$ cat src/rtl/bf16_fpu_seq.sv
// Wishbone-slave sequencer for the BF16 FPU: operand/opcode registers, one-at-a-time issue, result/flag capture.
// Define FPU_SEQ_TIMEOUT_EN to build the WAIT-state watchdog (TIMEOUT_CYC cycles).
//
// state   | meaning
// S_IDLE  | no operation outstanding
// S_ISSUE | fpu_start_o high, operands presented on fpu_a_o/fpu_b_o/fpu_op_o
// S_WAIT  | waiting for fpu_done_i (or watchdog expiry)
module bf16_fpu_seq #(
    parameter logic [31:0] BASE_ADDR   = 32'h3000_0000,
    parameter int          TIMEOUT_CYC = 64
) (
    input  logic        wb_clk_i,
    input  logic        wb_rst_ni,
    input  logic        wbs_cyc_i,
    input  logic        wbs_stb_i,
    input  logic        wbs_we_i,
    input  logic [3:0]  wbs_sel_i,
    input  logic [31:0] wbs_adr_i,
    input  logic [31:0] wbs_dat_i,
    output logic        wbs_ack_o,
    output logic [31:0] wbs_dat_o,
    output logic [15:0] fpu_a_o,
    output logic [15:0] fpu_b_o,
    output logic [2:0]  fpu_op_o,
    output logic        fpu_start_o,
    input  logic        fpu_done_i,
    input  logic [15:0] fpu_result_i,
    input  logic [4:0]  fpu_flags_i,
    output logic        irq_o
);

    typedef enum logic [1:0] {S_IDLE, S_ISSUE, S_WAIT} state_t;
    state_t state_q, state_d;

    logic [15:0] opa_q, opb_q, result_q;
    logic [2:0]  op_q;
    logic        ie_q, done_q, ovr_q, tmo_q;
    logic [4:0]  flags_q;

    logic        hit, acc, wr, rd, busy;
    logic [5:0]  word;
    logic        start_req, issue, done_evt, tmo_evt, cmpl;
    logic        w1c_done, w1c_ovr, w1c_tmo, rd_res;
    logic [2:0]  op_nxt;
    logic [31:0] rd_data;
    logic        unused_bits;

    assign hit       = wbs_cyc_i & wbs_stb_i & (wbs_adr_i[31:8] == BASE_ADDR[31:8]);
    assign word      = wbs_adr_i[7:2];
    assign acc       = wbs_ack_o & hit;
    assign wr        = acc & wbs_we_i;
    assign rd        = acc & ~wbs_we_i;
    assign busy      = (state_q != S_IDLE);
    assign start_req = wr & (word == 6'd2) & wbs_sel_i[1] & wbs_dat_i[8];
    assign issue     = start_req & ~busy;
    // the issuing CTRL write may also carry a new opcode
    assign op_nxt    = wbs_sel_i[0] ? wbs_dat_i[2:0] : op_q;
    assign done_evt  = (state_q == S_WAIT) & fpu_done_i;
    assign cmpl      = done_evt | tmo_evt;
    assign w1c_done  = wr & (word == 6'd3) & wbs_sel_i[0] & wbs_dat_i[1];
    assign w1c_ovr   = wr & (word == 6'd3) & wbs_sel_i[0] & wbs_dat_i[2];
    assign w1c_tmo   = wr & (word == 6'd3) & wbs_sel_i[0] & wbs_dat_i[3];
    assign rd_res    = rd & (word == 6'd4);

`ifdef FPU_SEQ_TIMEOUT_EN
    logic [7:0] tmo_cnt_q;

    // down-counter loaded during ISSUE; expiry when it reaches zero in WAIT
    assign tmo_evt = (state_q == S_WAIT) & ~fpu_done_i & (tmo_cnt_q == 8'd0);

    always_ff @(posedge wb_clk_i) begin
        if (!wb_rst_ni)
            tmo_cnt_q <= 8'd0;
        else if (state_q == S_ISSUE)
            tmo_cnt_q <= 8'(TIMEOUT_CYC - 1);
        else if (state_q == S_WAIT && tmo_cnt_q != 8'd0)
            tmo_cnt_q <= tmo_cnt_q - 8'd1;
    end

    assign unused_bits = ^{wbs_sel_i[3:2], wbs_dat_i[31:16], wbs_adr_i[1:0]};
`else
    assign tmo_evt     = 1'b0;
    assign unused_bits = ^{wbs_sel_i[3:2], wbs_dat_i[31:16], wbs_adr_i[1:0], TIMEOUT_CYC[7:0]};
`endif

    always_comb begin
        state_d     = state_q;
        fpu_start_o = 1'b0;
        case (state_q)
            S_IDLE:  if (start_req) state_d = S_ISSUE;
            S_ISSUE: begin
                fpu_start_o = 1'b1;
                state_d     = S_WAIT;
            end
            S_WAIT:  if (cmpl) state_d = S_IDLE;
            default: state_d = S_IDLE;
        endcase
    end

    always_comb begin
        rd_data = 32'd0;
        case (word)
            6'd0: rd_data = {16'd0, opa_q};
            6'd1: rd_data = {16'd0, opb_q};
            6'd2: rd_data = {28'd0, ie_q, op_q};
            6'd3: rd_data = {23'd0, flags_q, tmo_q, ovr_q, done_q, busy};
            6'd4: rd_data = {16'd0, result_q};
            default: rd_data = 32'd0;
        endcase
    end

    always_ff @(posedge wb_clk_i) begin
        if (!wb_rst_ni) begin
            state_q   <= S_IDLE;
            wbs_ack_o <= 1'b0;
            wbs_dat_o <= 32'd0;
            opa_q     <= 16'd0;
            opb_q     <= 16'd0;
            op_q      <= 3'd0;
            ie_q      <= 1'b0;
            fpu_a_o   <= 16'd0;
            fpu_b_o   <= 16'd0;
            fpu_op_o  <= 3'd0;
            result_q  <= 16'd0;
            flags_q   <= 5'd0;
            done_q    <= 1'b0;
            ovr_q     <= 1'b0;
            tmo_q     <= 1'b0;
            irq_o     <= 1'b0;
        end else begin
            state_q   <= state_d;
            wbs_ack_o <= hit & ~wbs_ack_o;
            wbs_dat_o <= (hit & ~wbs_ack_o & ~wbs_we_i) ? rd_data : 32'd0;
            irq_o     <= done_q & ie_q;

            if (wr && word == 6'd0) begin
                if (wbs_sel_i[0]) opa_q[7:0]  <= wbs_dat_i[7:0];
                if (wbs_sel_i[1]) opa_q[15:8] <= wbs_dat_i[15:8];
            end
            if (wr && word == 6'd1) begin
                if (wbs_sel_i[0]) opb_q[7:0]  <= wbs_dat_i[7:0];
                if (wbs_sel_i[1]) opb_q[15:8] <= wbs_dat_i[15:8];
            end
            if (wr && word == 6'd2 && wbs_sel_i[0]) begin
                op_q <= wbs_dat_i[2:0];
                ie_q <= wbs_dat_i[3];
            end

            if (issue) begin
                fpu_a_o  <= opa_q;
                fpu_b_o  <= opb_q;
                fpu_op_o <= op_nxt;
            end

            if (start_req && busy)
                ovr_q <= 1'b1;
            else if (w1c_ovr)
                ovr_q <= 1'b0;

            if (done_evt) begin
                result_q <= fpu_result_i;
                flags_q  <= fpu_flags_i;
            end else if (tmo_evt) begin
                result_q <= 16'h7FC0;
                flags_q  <= 5'b10000;
            end else if (issue) begin
                flags_q  <= 5'd0;
            end

            // completion beats any same-cycle clear
            if (cmpl)
                done_q <= 1'b1;
            else if (issue || w1c_done || rd_res)
                done_q <= 1'b0;

            if (tmo_evt)
                tmo_q <= 1'b1;
            else if (issue || w1c_tmo)
                tmo_q <= 1'b0;
        end
    end

endmodule
$ cat config.mk
export PLATFORM = sky130hd
export DESIGN_NAME = bf16_fpu_seq
export DESIGN_NICKNAME = d
export VERILOG_FILES = /design/src/rtl/bf16_fpu_seq.sv
export SDC_FILE = /design/constraint.sdc
export NUM_CORES = 1
export LEC_CHECK = 0
export BUFFER_PORTS_ARGS = -buffer_cell sky130_fd_sc_hd__buf_2
export CAP_MARGIN = 40
export CORE_ASPECT_RATIO = 1.25
export CORE_MARGIN = 8
export CORE_UTILIZATION = 45
export DETAILED_ROUTE_END_ITERATION = 7
export GPL_ROUTABILITY_DRIVEN = 0
export PLACE_DENSITY = 0.76
export REMOVE_ABC_BUFFERS = 1
export SYNTH_ARGS = -nofsm -noshare
export SYNTH_HDL_FRONTEND = slang
export SYNTH_SLANG_ARGS = --single-unit
$ cat constraint.sdc
create_clock -name wb_clk_i -period 2.4 [get_ports wb_clk_i]
set_input_delay 0.48 -clock wb_clk_i [delete_from_list [all_inputs] [get_ports wb_clk_i]]
set_output_delay 0.48 -clock wb_clk_i [all_outputs]
set_load 0.01 [all_outputs]
Word level (Yosys, flattened, before mapping)
Cells that the tools add are included.

Bits in registers: 130. Input bits: 95. Output and inout port bits: 70.

Equality and inequality tests: 9. Mux-type cells: 12. Bitwise gates (word level): 21. Reduce and logical (&&, ||, !) cells: 19.

Operators with widths (number): one-hot mux 16 bit (5 select lines) (1); == test 24 x 22 -> 1 bit (second input constant) (1); bitwise AND 1 bit (18); == test 6 x 2 -> 1 bit (second input constant) (2); AND reduction 2 bit (6); 2-to-1 mux 5 bit (2); nonzero test 2 bit (4); == test 6 x 1 -> 1 bit (second input constant) (1); == test 6 x 3 -> 1 bit (second input constant) (1); logical NOT 6 bit (1); one-hot mux 2 bit (3 select lines) (1); logical AND 1 bit (5); 2-to-1 mux 1 bit (5); 2-to-1 mux 2 bit (2); inequality test 2 bit (second input constant) (2); 2-to-1 mux 3 bit (1); NOT 1 bit (3); == test 2 x 1 -> 1 bit (second input constant) (1); == test 2 bit (second input constant) (1); logical NOT 2 bit (1); logical OR 1 bit (2).

Logic depth before layout (Yosys ltp)
Word-level depth: 12. Gate-level depth with buffers: 8. Mapped depth without buffers: 5.

Worst setup path after synthesis
OpenSTA, ideal clock, no wires.

Path kind: input to register. From: input wbs_adr_i[21]. To: register wbs_dat_o[5]. Arrival time: 2415 ps. Required time: 2334 ps. Slack: -81 ps. Stages: 8. Path buffers: 3. Cell sequence: or4_4 -> nand3b_4 -> or2_1 -> buf_6 -> or4_4 -> buf_6 -> buf_12 -> nor2_4.

Cells in the longest elaborated chain, start to end: 5.

RTL lines: from (decl) (line 18) `input logic [31:0] wbs_adr_i,`; == test 24 x 22 -> 1 bit (line 48) `assign hit = wbs_cyc_i & wbs_stb_i & (wbs_adr_i[31:8] == BASE_ADDR[31:8]);`; bitwise AND 1 bit (line 48); bitwise AND 1 bit (2 in series) (line 133) `wbs_dat_o <= (hit & ~wbs_ack_o & ~wbs_we_i) ? rd_data : 32'd0;`; AND reduction 2 bit (no line); to (signal assigned) (line 133); to (decl) (line 21) `output logic [31:0] wbs_dat_o,`.

No other way between the ends. A chain may end at the register's enable or synchronous reset.

Worst setup path in the final report
From: input wbs_adr_i[21]. To: register flags_q[3].

Cells in the longest elaborated chain, start to end: 9.

RTL lines: == test 24 x 22 -> 1 bit (line 48); bitwise AND 1 bit (line 48); bitwise AND 1 bit (line 50) `assign acc = wbs_ack_o & hit;`; bitwise AND 1 bit (line 51) `assign wr = acc & wbs_we_i;`; bitwise AND 1 bit (3 in series) (line 54) `assign start_req = wr & (word == 6'd2) & wbs_sel_i[1] & wbs_dat_i[8];`; bitwise AND 1 bit (line 55) `assign issue = start_req & ~busy;`; nonzero test 2 bit (no line); to (signal assigned) (line 162) `flags_q <= fpu_flags_i;`; to (decl) (line 38) `logic [4:0] flags_q;`.

No other way between the ends.

==> results.cfg <==
[die]
design.die.area_mm2 = 0.01416
die_x_um = 108.0
placement_rows = 42
top_level_ports = 165
initial_utilization = 0.4556
fp.coreArea_mm2 = 0.01046
fp.dieH_um = 131.0

[power]
power.combinational.fraction = 0.036
vdd_ir_drop_max_mv = 0.6079
pwr-share-clk = 0.552
fraction_of_power_spent_switching_nets = 0.2146
power_density_mw_per_mm2 = 736.8
p_leak_nw = 2.521
p_sw_uw = 987.7
cell_internal_pwr_mw = 3.615
seqPwrFrac = 0.412
power.total_mw = 4.602

[global_route]
global_route.usage.total = 0.1946
grt_antenna_before_repair = 0
largest_net_degree_at_the_start_of_global_routing = 77
grt_util_met3 = 0.05888
vias_in_the_first_global_route = 4530
global_route.usage.met2 = 0.3504
grt_pass1_wl_um = 21450
grt_remaining_overflow = 0
globalRoute.busiestLayer = met2
met1_routing_resource_usage_after_global_routing = 0.1998

[cts]
cts-htree-levels = 4
cts.root.buffer_cell = clkbuf_16
clock_latency_ps = 410
clock_input_transition_at_the_sequential_cells_of_the_worst_setup_and_hold_paths_ps = 60
postCtsHoldBufs = 0
cts_tree = done
ctsLongestPathBuffers = 2
post_cts.repair.setup_buffers = 0
cts_sinks = 114
cts-resized-gates = 0
cts_buffers = 17

[logic_synthesis]
yosys-top-cells-count = 135 x nand2_1, 114 x dfxtp_1, 63 x a21oi_1
ys_dominant_reg_cell = dfxtp_1
synth.yosys.warnings = 0
netlist.top_cell.by_area = dfxtp_1
post_synth_instance_area_mm2 = 0.004765
synth-async-reset-ratio = 0
synth_cell_types = 45
count_of_flip_flops_with_a_built_in_enable_after_synthesis = 0
synth-seq-cells = 114
yosysMostFrequentCell = nand2_1
post_synth_inst_count = 536
syn_avg_cell_area_um2 = 8.889
synthTopCellsByArea = dfxtp_1 48%, mux2i_1 11%, nand2_1 11%, a21oi_1 6.6%, nor2_1 3.5%
portion_of_the_post_synthesis_area_used_by_sequential_elements = 0.4790
yosysTopAreaCellShare = 0.4790

[sta]
final.setup.worst_slack_ps = 246.7
final.setup_skew_ps = 6.604
final.setup.tns_ps = 0
rsz0062_at_grt = no
maxSlewViolCount = 0
layout_min_cycle_time_ps = 2153
highest_clock_frequency_the_design_can_meet_mhz = 464.4
finalSetupViolCount = 0
hold_viol_final = 0
finalCritPeriodShare = 0.8972
slew_headroom = 0.4677
timing_worst_slew_pin_value_ps = 798.4

[setup_path]
worstReg2RegEnd = flags_q[3]
cp_max_fo = 12
crit_end = flags_q[3]
data_arrival_time_at_the_worst_slack_endpoint_ps = 2410
timing.rr.start = state_q[0]
crit_path_start = wbs_adr_i[21]
criticalPathCategory = in2reg
worst_setup_slack_for_register_to_register_paths_ps = 460
end_kind = flip-flop
critPathLaunchType = primary input
critical_path_required_ps = 2650
worstRegToRegCells = 6

[worst_hold_path]
min_path_type = in2reg

[detailed_routing]
firstDrtPassIters = 4
post-route-drc-count = 0
postRouteAntennaNets = 0
detail_route.wirelength_um = 13480
num_vias = 4234
post_drt_via_cell_ratio = 5.132
routedWlPerCell_um = 16.34
detail_route.iter0.violations = 189

[layout]
flow.area_growth_from_synthesis_pct = 31.09
insertedDiodeCount = 0
layout.nets = 775
fillCellCount = 932
multiInputGateArea_mm2 = 0.002262
area.sequential_mm2 = 0.002282
drive_above_1_share = 0.3117

[placed_design]
port_buffers = 128
dpl_worst_slack_ps = -180.3
hpwl_um = 9794

[run]
number_of_violations_of_the_max_capacitance_limit = 0

[status]
outcome = completed
## cells in the final DEF (no fill, tap or decap), types with 5 or more instances in the layout
cell	count
nand2_1	135
dfxtp_1	114
nor2_1	44
buf_12	5
nor3_1	6
buf_4	25
mux2i_1	53
clkbuf_16	17
a21oi_1	63
a221oi_1	6
conb_1	16
nand3_1	7
nor2_4	10
buf_2	128
## worst min-delay path by stage
stage	startpoint	endpoint	slack, ps	depth (start not counted)
5_1_grt	fpu_result_i[13]	result_q[13]	310	3
4_1_cts	fpu_result_i[7]	result_q[7]	290	3
3_3_place_gp	fpu_b_o[2]	fpu_b_o[2]	440	2
3_5_place_dp	fpu_b_o[1]	fpu_b_o[1]	440	2
2_1_floorplan	result_q[0]	result_q[0]	430	2
6_report	fpu_result_i[7]	result_q[7]	300	3
## area by class of cell
type,instances,area share
Clock buffer,19,0.07091
Clock inverter,13,0.02584
Inverter,1,0.0006010
Multi-Input combinational cell,388,0.3622
Sequential cell,114,0.3654
Tap cell,132,0.02644
Timing Repair Buffer,158,0.1486
## power groups by stage
stage                     logic (mW)  registers (mW)  clock network [mW]
final                          0.166            1.89                2.54
after detailed placement       0.163            1.93                   0
after CTS                      0.164            1.89                2.57
after global placement         0.158            1.93                   0
after global routing           0.180            1.89                2.66
after floorplan               0.0522            1.93                   0
## per-stage QoR
stage / instance area, um^2 / hold WS [ps] / util / instances
finish: 6246 / 303.4 / 0.5973 / 825
global route: 6246 / 306.2 / 0.5973 / 825
CTS: 6246 / 290.8 / 0.5973 / 825
detailed placement: 5642 / 442.5 / 0.5395 / 793
global placement: 5642 / 437.3 / 0.5395 / 793
floorplan: 4542 / 432.9 / - / 503
## logic make-up after synthesis
family          after synthesis  share of synthesized area
buf+inv                      49                    0.05935
mux                          56                     0.1184
other cells                   1                  0.0007871
compound gates               80                    0.09480
simple gates                236                     0.2476
flops                       114                     0.4790
## registers in the layout, indices dropped and copies added (netlist names)
register   flops
result_q      16
op_q           3
ie_q           1
fpu_op_o       3
done_q         1
opa_q         16
fpu_b_o       16
flags_q        5
opb_q         16
irq_o          1
state_q        2
wbs_dat_o     16
wbs_ack_o      1
fpu_a_o       16
ovr_q          1
## metal layers
metal  vias up  wire length [um]
li1       2077                 -
met3        32               797
met2       123              7203
met4         0               330
met5         -                 0
met1      2002              5149
## worst max-delay path, cell delays in order
cell      delay, ps
buf_2           100
or4_4           530
nand3b_4        170
or4_2           730
buf_4           230
nand3_1          90
a21oi_1          70
Note: power is estimated with default switching activity, not from simulation.
